[src/rtl/btn_debounce.sv]
// Pushbutton front-end: two-flop synchroniser on the raw active-low button,
// a four-state debounce FSM driven by a stability counter, and registered
// one-cycle press / release / long-press pulses plus a clean level output.
module btn_debounce #(
    parameter int DEBOUNCE_CYCLES   = 240000,
    parameter int LONG_PRESS_CYCLES = 12000000,
    parameter int CNT_WIDTH         = 24
) (
    input  logic clk,
    input  logic rst,
    input  logic btn_n,
    output logic btn_level,
    output logic press_pulse,
    output logic release_pulse,
    output logic long_press_pulse
);

    localparam logic [1:0] S_IDLE         = 2'd0;
    localparam logic [1:0] S_PRESS_WAIT   = 2'd1;
    localparam logic [1:0] S_PRESSED      = 2'd2;
    localparam logic [1:0] S_RELEASE_WAIT = 2'd3;

    localparam logic [CNT_WIDTH-1:0] DB_LAST   = CNT_WIDTH'(DEBOUNCE_CYCLES - 1);
    localparam logic [CNT_WIDTH-1:0] HOLD_LAST = CNT_WIDTH'(LONG_PRESS_CYCLES - 1);
    localparam logic [CNT_WIDTH-1:0] CNT_ONE   = CNT_WIDTH'(1);

    logic                 sync1_q;
    logic                 sync2_q;
    logic                 btn_sync;

    logic [1:0]           state_q, state_d;
    logic [CNT_WIDTH-1:0] db_cnt_q, db_cnt_d;
    logic [CNT_WIDTH-1:0] hold_cnt_q, hold_cnt_d;
    logic                 long_done_q, long_done_d;
    logic                 btn_level_q, btn_level_d;
    logic                 press_q, press_d;
    logic                 release_q, release_d;
    logic                 long_q, long_d;

    // Two-flop synchroniser; resets to "released" so no phantom press follows reset.
    always_ff @(posedge clk or posedge rst) begin
        if (rst) begin
            sync1_q <= 1'b1;
            sync2_q <= 1'b1;
        end else begin
            sync1_q <= btn_n;
            sync2_q <= sync1_q;
        end
    end

    assign btn_sync = ~sync2_q;

    // Debounce FSM: a candidate edge must hold for DEBOUNCE_CYCLES before it is accepted.
    always_comb begin
        state_d     = state_q;
        db_cnt_d    = db_cnt_q;
        hold_cnt_d  = hold_cnt_q;
        long_done_d = long_done_q;
        btn_level_d = btn_level_q;
        press_d     = 1'b0;
        release_d   = 1'b0;
        long_d      = 1'b0;
        case (state_q)
            S_IDLE: begin
                if (btn_sync) begin
                    state_d  = S_PRESS_WAIT;
                    db_cnt_d = '0;
                end
            end
            S_PRESS_WAIT: begin
                if (!btn_sync) begin
                    state_d  = S_IDLE;
                    db_cnt_d = '0;
                end else if (db_cnt_q == DB_LAST) begin
                    state_d     = S_PRESSED;
                    btn_level_d = 1'b1;
                    press_d     = 1'b1;
                    hold_cnt_d  = '0;
                    long_done_d = 1'b0;
                end else begin
                    db_cnt_d = db_cnt_q + CNT_ONE;
                end
            end
            S_PRESSED: begin
                if (!btn_sync) begin
                    state_d  = S_RELEASE_WAIT;
                    db_cnt_d = '0;
                end else if (!long_done_q && (hold_cnt_q == HOLD_LAST)) begin
                    // Counter stops here; long_done keeps the pulse to one per press.
                    long_d      = 1'b1;
                    long_done_d = 1'b1;
                end else if (!long_done_q) begin
                    hold_cnt_d = hold_cnt_q + CNT_ONE;
                end
            end
            S_RELEASE_WAIT: begin
                // hold_cnt is frozen here so a rejected release bounce resumes the hold timing.
                if (btn_sync) begin
                    state_d = S_PRESSED;
                end else if (db_cnt_q == DB_LAST) begin
                    state_d     = S_IDLE;
                    btn_level_d = 1'b0;
                    release_d   = 1'b1;
                end else begin
                    db_cnt_d = db_cnt_q + CNT_ONE;
                end
            end
            default: begin
                state_d     = S_IDLE;
                db_cnt_d    = '0;
                hold_cnt_d  = '0;
                long_done_d = 1'b0;
                btn_level_d = 1'b0;
            end
        endcase
    end

    // State, counters and registered outputs.
    always_ff @(posedge clk or posedge rst) begin
        if (rst) begin
            state_q     <= S_IDLE;
            db_cnt_q    <= '0;
            hold_cnt_q  <= '0;
            long_done_q <= 1'b0;
            btn_level_q <= 1'b0;
            press_q     <= 1'b0;
            release_q   <= 1'b0;
            long_q      <= 1'b0;
        end else begin
            state_q     <= state_d;
            db_cnt_q    <= db_cnt_d;
            hold_cnt_q  <= hold_cnt_d;
            long_done_q <= long_done_d;
            btn_level_q <= btn_level_d;
            press_q     <= press_d;
            release_q   <= release_d;
            long_q      <= long_d;
        end
    end

    assign btn_level        = btn_level_q;
    assign press_pulse      = press_q;
    assign release_pulse    = release_q;
    assign long_press_pulse = long_q;

endmodule
[config.mk]
export PLATFORM = sky130hd
export DESIGN_NAME = btn_debounce
export DESIGN_NICKNAME = d
export VERILOG_FILES = /design/src/rtl/btn_debounce.sv
export SDC_FILE = /design/constraint.sdc
export NUM_CORES = 1
export LEC_CHECK = 0
export CORE_MARGIN = 2
export CORE_UTILIZATION = 49
export DETAILED_ROUTE_END_ITERATION = 8
export PLACE_DENSITY = 0.74
export RECOVER_POWER = 50
export SLEW_MARGIN = 30
export SYNTH_ARGS = -nofsm -noshare
export SYNTH_HDL_FRONTEND = slang
export SYNTH_SLANG_ARGS = --single-unit
[constraint.sdc]
create_clock -name clk -period 2.3 [get_ports clk]
set_clock_uncertainty 0.15 [all_clocks]
set_input_delay 0.23 -clock clk [delete_from_list [all_inputs] [get_ports clk]]
set_output_delay 0.23 -clock clk [all_outputs]
set_load 0.005 [all_outputs]
==> out/qor.csv, run 1 <==
stage;metric;value;unit
route;antenna_left;0;
worst_setup_path;cp_max_fo;6;
cells_and_area;stdcell_area;3380;um^2
logic_synthesis;synthesis.area;3000;um^2
cells_and_area;area_growth;12.8;%
sta;max_freq;459;MHz
global_routing;grt_pass1_vias;2302;
sta;post-route-min-period;2.18;ns
cells_and_area;mostFrequentLayoutCell;dfrtp_1;
global_routing;grt_usage;19.6;%
clock_tree;cts_root_buf;clkbuf_8;
cells_and_area;multi_input_area;1480;um^2
cells_and_area;antennaDiodeCount;0;
placed_design;place_ws;0.0553;ns
sta;holdWs;0.207;ns
cells_and_area;n_fill_cell;509;
clock_tree;cts.sinks;57;
route;drt_pass1_iterations;4;
sta;period_share;94.7;%
placed_design;dp_hpwl;3990;um
logic_synthesis;synth_top_area_share;45.9;%
route;remaining_drc_errors;0;
sta;hold_viol;0;
logic_synthesis;yosys_warnings;0;
logic_synthesis;yosysSeqAreaShare;47.6;%
hold_path;hold_path.class;flop to flop;
logic_synthesis;yosys.area.top_type;dfrtp_1;
sta;setup_viol;0;
logic_synthesis;syn_nets;318;
run;maxCapViolCount;0;
power_and_ir_drop;cellLeakagePower;0.00144;uW
logic_synthesis;syn_inst;313;
route;via_per_inst;5.59;
power_and_ir_drop;p_per_area;593;nW/um^2
die;rows;28;
worst_setup_path;crit_slowest_cell;or4b_4;
sta;postLayoutSetupSlackWorst;0.122;ns
clock_tree;tritoncts;built;
worst_setup_path;arrival;2.25;ns
worst_setup_path;end_kind;flop;
placed_design;gp_congestion;0.834;
logic_synthesis;ys_ff_latch;57;
global_routing;grt_pass1_wl;10100;um
clock_tree;cts_buffers;9;
global_routing;grt_antenna_before_repair;0;
clock_tree;path_clk_slew;0.06;ns
clock_tree;htreeDepth;3;
clock_tree;post_cts_buffers;0;
cells_and_area;drive_above_1_share;11.8;%
die;die_h;82.2;um
logic_synthesis;synth-async-reset-ratio;100;%
sta;max-slew-margin-rel;44.1;%
worst_setup_path;max_stage_delay;0.61;ns
cells_and_area;seqCellArea;1430;um^2
cells_and_area;nNetsFinal;332;
worst_setup_path;critPathKind;flop to flop;
sta;rsz0062_at_grt;false;
logic_synthesis;syn_avg_cell_area;9.58;um^2
worst_setup_path;startpoint_type;flop;
cells_and_area;final_cell_mix;dfrtp_1 (55), nor2_1 (47), nand2_1 (21), xor2_1 (21);
global_routing;overflow;0;
route;totalWireLength;5800;um
clock_tree;cts_buffer_depth;2;
worst_setup_path;required;2.38;ns
route;wl_met1;2570;um
route;num_vias;2271;
die;fp.dieW;82.2;um
sta;worstMarginPinSlew;0.838;ns
sta;maxSlewViolCount;0;
route;drtIter0Drc;81;
logic_synthesis;synth_cell_type_count;49;
logic_synthesis;synth-edff-count;0;
global_routing;grt_max_degree;40;
die;start_util;50.7;%
die;core;5920;um^2
power_and_ir_drop;ir_drop;0.000433;V
placed_design;post_dp_cell_area;3190;um^2
die;die_area;6760;um^2
placed_design;port_buffers;6;
clock_tree;clock_latency;0.34;ns
worst_setup_path;crit_chain;or4b_4 > nor4_4 > nand4_1 > xor2_1 > nor2_1;
route;drt-wirelength-per-cell;14.3;um
run_status;status;finished, final reports clean;
logic_synthesis;yosys-top-cells-area;dfrtp_1 (46%), xor2_1 (6.1%), nor2_1 (5.9%);
route;wl_met2;2960;um
sta;setup_tns;0;ns
die;ios;7;
route;met3_length;207;um
logic_synthesis;synth_ff_type;dfrtp_1;
power_and_ir_drop;power;2010;uW
route;route.top_layer_used;met4;
[sequential cells by signal, indices dropped and copies added, names as in the netlist, named ones only]
register	flops
btn_level	1
db_cnt_q	24
hold_cnt_q	24
long_done_q	1
long_press_pulse	1
press_pulse	1
release_pulse	1
state_q	1
sync1_q	1
sync2_q	1
[stage by stage]
step           util, %  cells
2_1_floorplan        -    313
3_3_place_gp      53.8    391
3_5_place_dp      53.8    391
4_1_cts           57.1    406
5_1_grt           57.1    406
6_report          57.1    406
[metal layers]
metal	vias to the layer above	global-route usage [%]
met5	-	0
met4	0	7.17
met3	8	7.39
met2	26	32.1
met1	1105	23.5
li1	1132	-
[critical path, delay by kind of cell, from the launching register on]
family,cells,cell delay (ns)
flip-flops,1,0.41
XOR/XNOR,1,0.18
AND/OR/NAND/NOR,4,1.33
[layout make-up]
type / count / area share (%)
clock buffer: 12 / 4.59
clock inverter: 3 / 1.18
inverter: 9 / 0.999
multi-input combinational: 233 / 43.7
sequential: 57 / 42.2
tap: 75 / 2.77
timing repair buffer: 17 / 4.51
[final timing paths]
| kind | startpoint | to | slack [ns] | depth (start not counted) |
|---|---|---|---|---|
| max | long_done_q | hold_cnt_q[20] | 0.12 | 5 |
| min | sync1_q | sync2_q | 0.21 | 0 |
| max reg2reg | long_done_q | hold_cnt_q[20] | 0.12 | 5 |
| min reg2reg | sync1_q | sync2_q | 0.21 | 0 |
| max in group asynchronous | rst | hold_cnt_q[2] | 0.44 | 3 |
| min in group asynchronous | rst | db_cnt_q[19] | 0.29 | 2 |
[cells in the mapped netlist (4+ instances only)]
cell       n
a21oi_1    9
and3_1     7
and4_1     6
buf_2      4
clkbuf_1   8
dfrtp_1   55
inv_1      9
nand2_1   21
nand3_1   10
nand4_1   14
nor2_1    47
nor3_1    14
nor4_1     5
o211ai_1   4
o21ai_0   12
or3_1      7
xnor2_1   14
xor2_1    21
[cell families after synthesis]
kind of cell	Yosys count	share of synthesized area, %
AND/OR/NAND/NOR	156	29.0
buffers and inverters	23	3.55
flip-flops	57	47.6
XOR/XNOR	35	10.2
adder cells (fa/ha/maj)	2	0.834
AO/OA/AOI/OAI	38	8.09
multiplexers	2	0.668
[timing repair]
action,CTS,global route
resized for setup,0,4
endpoints found under the setup margin,0,30
hold buffers,0,0
[power by group]
| group | total [uW] | internal (uW) | switching, uW |
|---|---|---|---|
| registers | 1020 | 1010 | 6.15 |
| clock network | 924 | 549 | 375 |
| logic | 63.7 | 19.3 | 44.4 |
No activity file was read; power rests on OpenSTA's default activity.
==> run 2, diff against run 1 <==
--- a/config.mk
+++ b/config.mk
@@ -6,9 +6,9 @@
 export NUM_CORES = 1
 export LEC_CHECK = 0
 export CORE_MARGIN = 2
-export CORE_UTILIZATION = 49
+export CORE_UTILIZATION = 25
 export DETAILED_ROUTE_END_ITERATION = 8
-export PLACE_DENSITY = 0.74
+export PLACE_DENSITY = 0.46
 export RECOVER_POWER = 50
 export SLEW_MARGIN = 30
 export SYNTH_ARGS = -nofsm -noshare
==> out/qor.csv, run 2 (synthesis results as in run 1) <==
stage;metric;value;unit
die;core;11900;um^2
clock_tree;path_clk_slew;0.05;ns
cells_and_area;nNetsFinal;339;
worst_setup_path;timing.rr.end;db_cnt_q[3];
clock_tree;cts_buffers;9;
hold_path;hold_depth;0;
sta;postLayoutSetupSlackWorst;0.120;ns
sta;max-slew-margin-rel;46.0;%
cells_and_area;final_cell_mix;dfrtp_1 (55), nor2_1 (47), nand2_1 (21), xor2_1 (21), buf_4 (16);
worst_setup_path;cp_max_fo;4;
die;fp.dieW;114;um
route;drt-wirelength-per-cell;12.9;um
sta;period_share;94.8;%
power_and_ir_drop;cellLeakagePower;0.00153;uW
power_and_ir_drop;ir_drop;0.000303;V
clock_tree;cts_hold_buf;0;
sta;setup_viol;0;
sta;worstMarginPinSlew;0.810;ns
die;ios;7;
die;die_h;114;um
worst_setup_path;arrival;2.24;ns
sta;max_freq;459;MHz
clock_tree;post_cts_buffers;0;
route;antenna_left;0;
worst_setup_path;reg2reg_slack;0.12;ns
placed_design;gp_congestion;0.785;
cells_and_area;area_growth;21.5;%
clock_tree;clock_latency;0.33;ns
die;rows;40;
run_status;status;finished, final reports clean;
route;drtIter0Drc;111;
global_routing;grt_antenna_before_repair;0;
sta;hold_viol;0;
global_routing;overflow;0;
route;remaining_drc_errors;0;
hold_path;min_from;sync1_q;
cells_and_area;multi_input_area;1470;um^2
global_routing;grt_pass1_wl;11100;um
clock_tree;tritoncts;built;
clock_tree;cts_root_buf;clkbuf_16;
route;drt_pass1_iterations;4;
hold_path;hold_path.class;flop to flop;
run;maxCapViolCount;0;
route;via_per_inst;4.69;
clock_tree;cts.sinks;57;
worst_setup_path;reg2reg_depth;7;
worst_setup_path;timing.rr.start;db_cnt_q[0];
power_and_ir_drop;p_per_area;675;nW/um^2
worst_setup_path;end_kind;flop;
cells_and_area;largestRegisters;db_cnt_q x24, hold_cnt_q x24;
worst_setup_path;critPathKind;flop to flop;
clock_tree;cts_buffer_depth;2;
route;num_vias;2281;
placed_design;place_ws;0.0786;ns
global_routing;grt_usage;11.0;%
cells_and_area;mostFrequentLayoutCell;dfrtp_1;
die;start_util;25.3;%
route;wl_met2;2780;um
global_routing;grt_pass1_vias;2321;
route;met3_length;262;um
power_and_ir_drop;power;2460;uW
route;route.top_layer_used;met4;
placed_design;dp_hpwl;4280;um
clock_tree;htreeDepth;3;
sta;post-route-min-period;2.18;ns
cells_and_area;n_fill_cell;1230;
worst_setup_path;startpoint_type;flop;
hold_path;whs_endpoint;sync2_q;
sta;maxSlewViolCount;0;
cells_and_area;drive_above_1_share;12.7;%
worst_setup_path;required;2.36;ns
die;die_area;12900;um^2
route;totalWireLength;6260;um
global_routing;grt_max_degree;39;
route;wl_met1;3100;um
cells_and_area;antennaDiodeCount;0;
placed_design;port_buffers;6;
cells_and_area;seqCellArea;1430;um^2
## run 2: critical path, stage by stage, from the launching register on
cell and delay (ns):
dfrtp_1 0.37, ha_1 0.18, nand2_1 0.10, or4_4 0.59, buf_4 0.17, o211ai_1 0.26
xor2_1 0.19, nor2_1 0.06
## run 2: timing repair
| action | in CTS | in global routing |
|---|---|---|
| endpoints found under the hold margin | 0 | 0 |
| gates resized for setup | 0 | 2 |
| endpoints found under the setup margin | 0 | 7 |
## run 2: worst max path at each step
stage / startpoint / end / depth (start not counted) / slack [ns]
after floorplan: state_q[0] / hold_cnt_q[23] / 7 / 0.12
after global placement: db_cnt_q[0] / db_cnt_q[1] / 7 / 0.12
after detailed placement: db_cnt_q[0] / db_cnt_q[3] / 7 / 0.08
after CTS: db_cnt_q[0] / db_cnt_q[3] / 7 / 0.06
after global routing: db_cnt_q[0] / db_cnt_q[14] / 6 / -0.003
final: db_cnt_q[0] / db_cnt_q[3] / 7 / 0.12
## run 2: area by class of cell
| cell class | instances | area share [%] |
|---|---|---|
| Clock buffer | 14 | 7.52 |
| Sequential cell | 57 | 39.2 |
| Multi-Input combinational cell | 233 | 40.3 |
| Timing Repair Buffer | 24 | 6.04 |
| Inverter | 9 | 0.927 |
| Tap cell | 147 | 5.05 |
| Clock inverter | 2 | 0.962 |
## run 2: report_power, final
part | switching (uW) | internal (uW) | total (uW) | leakage, uW
sequential | 7.60 | 1010 | 1020 | 0.000785
clock | 450 | 925 | 1370 | 0.000153
combinational | 43.4 | 21.9 | 65.2 | 0.000590
total | 500 | 1960 | 2460 | 0.00153
## run 2: through the flow
| step | std cells | hold WS (ns) | instance area, um^2 | setup TNS [ns] | util [%] |
|---|---|---|---|---|---|
| 2_1_floorplan | 313 | 0.0845 | 3000 | 0 | - |
| 3_3_place_gp | 470 | 0.216 | 3330 | 0 | 28.1 |
| 3_5_place_dp | 470 | 0.215 | 3330 | 0 | 28.1 |
| 4_1_cts | 486 | 0.0954 | 3640 | 0 | 30.7 |
| 5_1_grt | 486 | 0.234 | 3640 | -0.00293 | 30.7 |
| 6_report | 486 | 0.231 | 3640 | 0 | 30.7 |
## run 2: layer usage
layer | vias to the layer above | track usage, %
met5 | - | 0
met4 | 0 | 4.47
met3 | 8 | 4.46
met2 | 29 | 16.4
met1 | 1096 | 14.2
li1 | 1148 | -
